===== src/rtl/vga_sync_monitor.sv =====
// VGA sink monitor: recovers pixel coordinates from hsync/vsync/blank_n, measures line/frame timing, reports lock.
// Optional per-frame CRC-16-CCITT of active pixels when VGA_MON_CRC_EN is defined.
module vga_sync_monitor #(
  parameter int H_TOTAL     = 800,
  parameter int V_TOTAL     = 525,
  parameter int H_ACTIVE    = 640,
  parameter int V_ACTIVE    = 480,
  parameter bit SYNC_POL    = 1'b0,
  parameter int LOCK_FRAMES = 2
) (
  input  logic        clock,
  input  logic        reset_n,
  input  logic        hsync,
  input  logic        vsync,
  input  logic        blank_n,
  input  logic [7:0]  color_in,
  output logic [9:0]  pixel_x,
  output logic [9:0]  pixel_y,
  output logic        pixel_valid,
  output logic [7:0]  pixel_color,
  output logic        frame_done,
  output logic        locked,
  output logic [10:0] h_total_meas,
  output logic [10:0] v_total_meas,
  output logic [7:0]  err_count
`ifdef VGA_MON_CRC_EN
  ,
  output logic [15:0] crc_out,
  output logic        crc_valid
`endif
);

  localparam logic [11:0] H_TOT    = 12'(H_TOTAL);
  localparam logic [11:0] V_TOT    = 12'(V_TOTAL);
  localparam logic [11:0] H_ACT    = 12'(H_ACTIVE);
  localparam logic [11:0] V_ACT    = 12'(V_ACTIVE);
  localparam logic [11:0] WD_LIMIT = 12'(2 * H_TOTAL);
  localparam logic [7:0]  LOCK_N   = 8'(LOCK_FRAMES);

  typedef enum logic [1:0] {SEARCH, TRACK, LOCKED} state_t;

  state_t      state_q, state_d;
  logic        hs_r, hs_d, vs_r, vs_d, bl_r;
  logic [7:0]  col_r;
  logic [10:0] hcnt, vcnt, x_cnt, y_cnt;
  logic        line_act, fbad;
  logic [7:0]  good_q, good_d;
  logic        err_inc;
  logic        hs_lead, vs_lead, line_act_close, line_bad, frame_good, watchdog;
  logic [11:0] line_len, width, vcnt_close, lines_close;

  function automatic logic [10:0] sat11(input logic [11:0] v);
    return v[11] ? 11'h7FF : v[10:0];
  endfunction

  always_ff @(posedge clock or negedge reset_n) begin
    if (!reset_n) begin
      hs_r  <= 1'b0;
      hs_d  <= 1'b0;
      vs_r  <= 1'b0;
      vs_d  <= 1'b0;
      bl_r  <= 1'b0;
      col_r <= 8'd0;
    end else begin
      hs_r  <= hsync;
      hs_d  <= hs_r;
      vs_r  <= vsync;
      vs_d  <= vs_r;
      bl_r  <= blank_n;
      col_r <= color_in;
    end
  end

  // A pixel active on the same clock as an hsync edge still belongs to the closing line.
  assign hs_lead        = (hs_r == SYNC_POL) && (hs_d != SYNC_POL);
  assign vs_lead        = (vs_r == SYNC_POL) && (vs_d != SYNC_POL);
  assign line_len       = {1'b0, hcnt} + 12'd1;
  assign width          = {1'b0, x_cnt} + {11'd0, bl_r};
  assign line_act_close = line_act | bl_r;
  assign line_bad       = hs_lead && ((line_len != H_TOT) || (line_act_close && (width != H_ACT)));
  assign vcnt_close     = {1'b0, vcnt} + {11'd0, hs_lead};
  assign lines_close    = {1'b0, y_cnt} + {11'd0, hs_lead & line_act_close};
  assign frame_good     = !fbad && !line_bad && (vcnt_close == V_TOT) && (lines_close == V_ACT);
  assign watchdog       = !hs_lead && ({1'b0, hcnt} == WD_LIMIT);

  always_ff @(posedge clock or negedge reset_n) begin
    if (!reset_n) begin
      state_q <= SEARCH;
      good_q  <= 8'd0;
    end else begin
      state_q <= state_d;
      good_q  <= good_d;
    end
  end

  always_comb begin
    state_d = state_q;
    good_d  = good_q;
    err_inc = 1'b0;
    case (state_q)
      SEARCH: begin
        good_d = 8'd0;
        if (vs_lead) state_d = TRACK;
      end
      TRACK: begin
        if (watchdog) begin
          state_d = SEARCH;
          good_d  = 8'd0;
        end else if (vs_lead) begin
          if (frame_good) begin
            good_d = good_q + 8'd1;
            if (good_q + 8'd1 >= LOCK_N) state_d = LOCKED;
          end else begin
            good_d = 8'd0;
          end
        end
      end
      LOCKED: begin
        if (watchdog || line_bad || (vs_lead && !frame_good)) begin
          state_d = SEARCH;
          good_d  = 8'd0;
          err_inc = 1'b1;
        end
      end
      default: state_d = SEARCH;
    endcase
  end

  // Line close is handled before frame close so a coincident hsync edge lands in the ending frame.
  always_ff @(posedge clock or negedge reset_n) begin
    if (!reset_n) begin
      hcnt         <= 11'd0;
      vcnt         <= 11'd0;
      x_cnt        <= 11'd0;
      y_cnt        <= 11'd0;
      line_act     <= 1'b0;
      fbad         <= 1'b0;
      h_total_meas <= 11'd0;
      v_total_meas <= 11'd0;
      err_count    <= 8'd0;
    end else begin
      if (hs_lead) begin
        h_total_meas <= sat11(line_len);
        hcnt         <= 11'd0;
        x_cnt        <= 11'd0;
        line_act     <= 1'b0;
        vcnt         <= sat11(vcnt_close);
        y_cnt        <= sat11(lines_close);
        if (line_bad) fbad <= 1'b1;
      end else begin
        hcnt <= sat11(line_len);
        if (bl_r) begin
          x_cnt    <= sat11({1'b0, x_cnt} + 12'd1);
          line_act <= 1'b1;
        end
      end
      if (vs_lead) begin
        v_total_meas <= sat11(vcnt_close);
        vcnt         <= 11'd0;
        y_cnt        <= 11'd0;
        fbad         <= 1'b0;
      end
      if (err_inc && (err_count != 8'hFF)) err_count <= err_count + 8'd1;
    end
  end

  assign pixel_x     = x_cnt[10] ? 10'd1023 : x_cnt[9:0];
  assign pixel_y     = y_cnt[10] ? 10'd1023 : y_cnt[9:0];
  assign locked      = (state_q == LOCKED);
  assign pixel_valid = bl_r & locked;
  assign pixel_color = col_r;
  assign frame_done  = vs_lead;

`ifdef VGA_MON_CRC_EN
  logic [15:0] crc_q, crc_upd;

  function automatic logic [15:0] crc16_byte(input logic [15:0] c, input logic [7:0] d);
    logic [15:0] r;
    r = c;
    for (int i = 7; i >= 0; i--) begin
      r = (r[15] ^ d[i]) ? ({r[14:0], 1'b0} ^ 16'h1021) : {r[14:0], 1'b0};
    end
    return r;
  endfunction

  assign crc_upd   = bl_r ? crc16_byte(crc_q, col_r) : crc_q;
  assign crc_valid = vs_lead;

  always_ff @(posedge clock or negedge reset_n) begin
    if (!reset_n) begin
      crc_q   <= 16'hFFFF;
      crc_out <= 16'd0;
    end else if (vs_lead) begin
      crc_out <= crc_upd;
      crc_q   <= 16'hFFFF;
    end else begin
      crc_q <= crc_upd;
    end
  end
`endif

endmodule


===== config.mk =====
export PLATFORM = sky130hd
export DESIGN_NAME = vga_sync_monitor
export DESIGN_NICKNAME = d
export VERILOG_FILES = /design/src/rtl/vga_sync_monitor.sv
export SDC_FILE = /design/constraint.sdc
export NUM_CORES = 1
export LEC_CHECK = 0
export ABC_AREA = 1
export ABC_CLOCK_PERIOD_IN_PS = 3100
export BUFFER_PORTS_ARGS = -buffer_cell sky130_fd_sc_hd__buf_4
export CAP_MARGIN = 20
export CORE_ASPECT_RATIO = 2
export CORE_MARGIN = 10
export CORE_UTILIZATION = 40
export CTS_CLUSTER_DIAMETER = 50
export DETAILED_ROUTE_END_ITERATION = 7
export GPL_TIMING_DRIVEN = 0
export SYNTH_ARGS = -nofsm -noshare
export SYNTH_HDL_FRONTEND = slang
export SYNTH_SLANG_ARGS = --single-unit

===== constraint.sdc =====
create_clock -name clock -period 3.1 [get_ports clock]
set_input_delay 0.155 -clock clock [delete_from_list [all_inputs] [get_ports clock]]
set_output_delay 0.155 -clock clock [all_outputs]
set_load 0.02 [all_outputs]

==> impl_results.md <==
- Status: finished, final reports clean
- Leak: ~3.3 nW
- Die X: 102.9 um
- Cell taking the most area after synthesis: dfrtp_1
- Sequential element share of the synthesized area: between 40 and 50%
- Buffers on Ports: between 70 and 80
- Tmin final: approximately 2.9 ns
- Sequential power share: a little under half
- Syn_nets: between 700 and 800
- Min-delay worst type: primary input to asynchronous set/reset pin
- Die Y: 185.7 um
- Final ANT Viol Nets: 0
- Max clock buf depth: 2
- Worst Skew: roughly 0.0097 ns
- Drt drc: 0
- Gate Count Post-Synth: around 730
- Max VDD drop: approximately 0.27 mV
- Core Area: around 0.013 sq mm
- First-pass DRT Iterations: 5
- Post-route cell area: 0.006787 sq mm
- H-tree Lvls: 3
- Critical setup path kind: flop to flop
- Synth Cell Area: about 0.0055 sq mm
- GR Util All Layers: between 10% and 20%
- Slew Limit Headroom: 60.10%
- Main synth FF type: dfrtp_1
- Nets: between 800 and 900
- Vias: around 5200
- Crit path arrival time: 3.10 ns
- Final wirelength: 15170 um
- Asr flop ratio synth: 100.0%
- First-pass GRT wire length: ~25000 um
- Total CTS buffers: 9
- TritonCTS clock tree: built
- Wire per inst: around 15 um
- CTS sink count: 99
- DP Area: 0.006261 sq mm
- Die area: around 0.019 sq mm
- Worst setup EP type: flop
- Largest net degree at the start of global routing: 57
- Share of layout cells above drive strength 1: around 15%
- I/O pins: 74
- Netlist cell types: 31
- Top-area cell type share of the netlist area: 45.11%
- Avg Synthesized Cell Area: 7.533 sq um
- Vias per cell: around 5.2
- Net Sw Frac: about 33%
- Ys Warns: 0
- Total grt overflow: 0
- Filler cell count in the final layout: 1306
- Max cap viols: 0
- Clock root buffer: clkbuf_16
- Slew @ Worst Pin: 0.5986 ns
- Flop2flop setup slack: between 0.2 and 0.25 ns
- Final Hold Vio Count: 0
- Initial antenna violation count: 0
- Register area: ~0.0025 sq mm
- Worst-Skew Late Latency: roughly 0.35 ns
- Number of enable flip-flop cells after synthesis: 0
- Gate power share: 19.9%
- Crit share post-route: between 90 and 100%
- Initial Util: about two fifths
- Int Pwr: 2.221 mW
- Worst Setup Start Kind: flop
- Largest cells by area after synthesis: dfrtp_1, nand2_1, inv_1
- Max-slew violation count: 0
- Clk slew on worst S/H paths: approximately 0.08 ns
- Area taken by multi-input logic gates: 0.002650 sq mm
- HPWL after DPL: between 10000 and 15000 um
- Data required, critical path: between 3 and 4 ns
- Vias in the first global route: between 5000 and 6000
- Net Switching: roughly 1.1 mW
- Total Neg Setup Slack: 0 ns
- Cell Rows: 60
- Max Fanout on Critical Path: 10
- GP Congestion: between 0.9 and 1
- #FFs+latches synth: 99
- Power Total: roughly 3.3 mW
- Final Util: about half
- Total power density per cell area: between 400 and 500 mW/mm^2
- Initial drt markers: 228
- Max Fclk: approximately 0.35 GHz
- Setup violators final: 0
- Clock share of power: about a third
- N_diodes: 0
- Area delta synth->final: 23.58%
cell usage after synthesis (2+ instances only):
| master | count |
|---|---|
| nand4_1 | 22 |
| xor2_1 | 16 |
| nor2_1 | 91 |
| nor2_2 | 2 |
| o21bai_1 | 13 |
| nand2_2 | 3 |
| a31o_2 | 2 |
| nand3_1 | 46 |
| a21oi_1 | 25 |
| nand2_1 | 197 |
| o22ai_1 | 18 |
| nor4_1 | 2 |
| nand3_2 | 3 |
| ha_1 | 12 |
| nor2_4 | 2 |
| nor3_1 | 13 |
| a31oi_1 | 11 |
| o21ai_0 | 25 |
| inv_1 | 94 |
| dfrtp_1 | 99 |
| clkbuf_1 | 17 |
| xnor2_1 | 7 |
power groups by stage:
stage               sequential [mW]  combinational, mW  clock [mW]
finish                         1.49              0.658        1.15
global placement               1.51              0.630           0
CTS                            1.49              0.670        1.18
global route                   1.51              0.736        1.23
detailed placement             1.52              0.648           0
floorplan                      1.57              0.324           0
cells by family (layout without fill, tap and decap cells):
| group | count (synthesis) | count (layout) | synth area share (%) |
|---|---|---|---|
| XOR/XNOR | 23 | 23 | 3.668 |
| adder cells (fa/ha/maj) | 12 | 12 | 2.734 |
| flip-flops | 99 | 99 | 45.11 |
| buffers and inverters | 112 | 218 | 7.792 |
| AO/OA/AOI/OAI | 97 | 97 | 10.59 |
| AND/OR/NAND/NOR | 386 | 386 | 30.10 |
flip-flops by register name, indices dropped and copies added (netlist names), 2 cells and up:
| name | count |
|---|---|
| pixel_color | 8 |
| h_total_meas | 11 |
| v_total_meas | 11 |
| err_count | 8 |
| state_q | 2 |
| hcnt | 11 |
| vcnt | 11 |
| good_q | 8 |
| x_cnt | 11 |
| y_cnt | 11 |
final timing paths:
| kind | from | endpoint | cells past startpoint |
|---|---|---|---|
| max | hs_r | good_q[1] | 19 |
| max reg2reg | hs_r | good_q[1] | 19 |
| min reg2reg | vs_r | vs_d | 0 |
| min | reset_n | h_total_meas[6] | 2 |
| min in group clock | vs_r | vs_d | 0 |
| max in group asynchronous | reset_n | vcnt[9] | 3 |
timing repair:
item / 4_1_cts / 5_1_grt
hold buffers: 12 / 0
buffers inserted: 0 / 4
endpoints found under the hold margin: 54 / 0
resized for setup: 12 / 8
setup endpoints to repair: 28 / 18
pin swaps: 1 / 6
placed cells by master (no fill, tap or decap), types with 16 or more instances in the layout:
master,Yosys,layout
buf_4,0,77
inv_1,94,94
a21oi_1,25,25
xor2_1,16,16
dfrtp_1,99,99
nand2_1,197,196
o21ai_0,25,24
nand4_1,22,22
clkbuf_1,17,16
nand3_1,46,45
o22ai_1,18,18
nor2_1,91,87
stage by stage:
| step | hold WS (ns) | std cells | setup slack [ns] |
|---|---|---|---|
| after floorplan | -0.1406 | 729 | 0.2163 |
| after global placement | 0.2649 | 957 | -0.5917 |
| after detailed placement | 0.1957 | 958 | -0.6340 |
| after CTS | 0.3682 | 986 | 0.01086 |
| after global routing | 0.3955 | 990 | -0.005113 |
| final | 0.3354 | 990 | 0.2356 |
final cells by class:
cell class                 count  share of cell area [%]
clock buffer                   9                   3.319
clock inverter                 7                   1.162
tap                          155                   2.858
sequential                    99                   36.50
timing repair buffer          90                   10.69
buffer                        18                   1.217
inverter                      94                   5.199
multi-input combinational    518                   39.05
layer usage:
layer  global-route usage (%)  part of all wire [%]  vias to the layer above
li1                         -                     -                     2567
met1                    16.93                    37                     2481
met2                    32.07                    57                       90
met3                    2.972                   3.4                       30
met4                    6.435                   2.5                        0
met5                        0                     0                        -
worst max-delay path, cell delays in order (launching register included):
cell and delay (ns):
dfrtp_1 0.41, nor2_4 0.15, inv_1 0.08, nor2_2 0.10
ha_2 0.23, ha_4 0.18, inv_1 0.08, nor2_4 0.14
nand2_1 0.06, nand2_1 0.09, nand3_1 0.11, nor2_1 0.10
nand3_1 0.08, nor2_1 0.09, nand4_1 0.21, o21bai_4 0.21
nand3_2 0.11, buf_6 0.16, nand4_1 0.08, nand2_1 0.07
(Power assumes the default switching activity.)
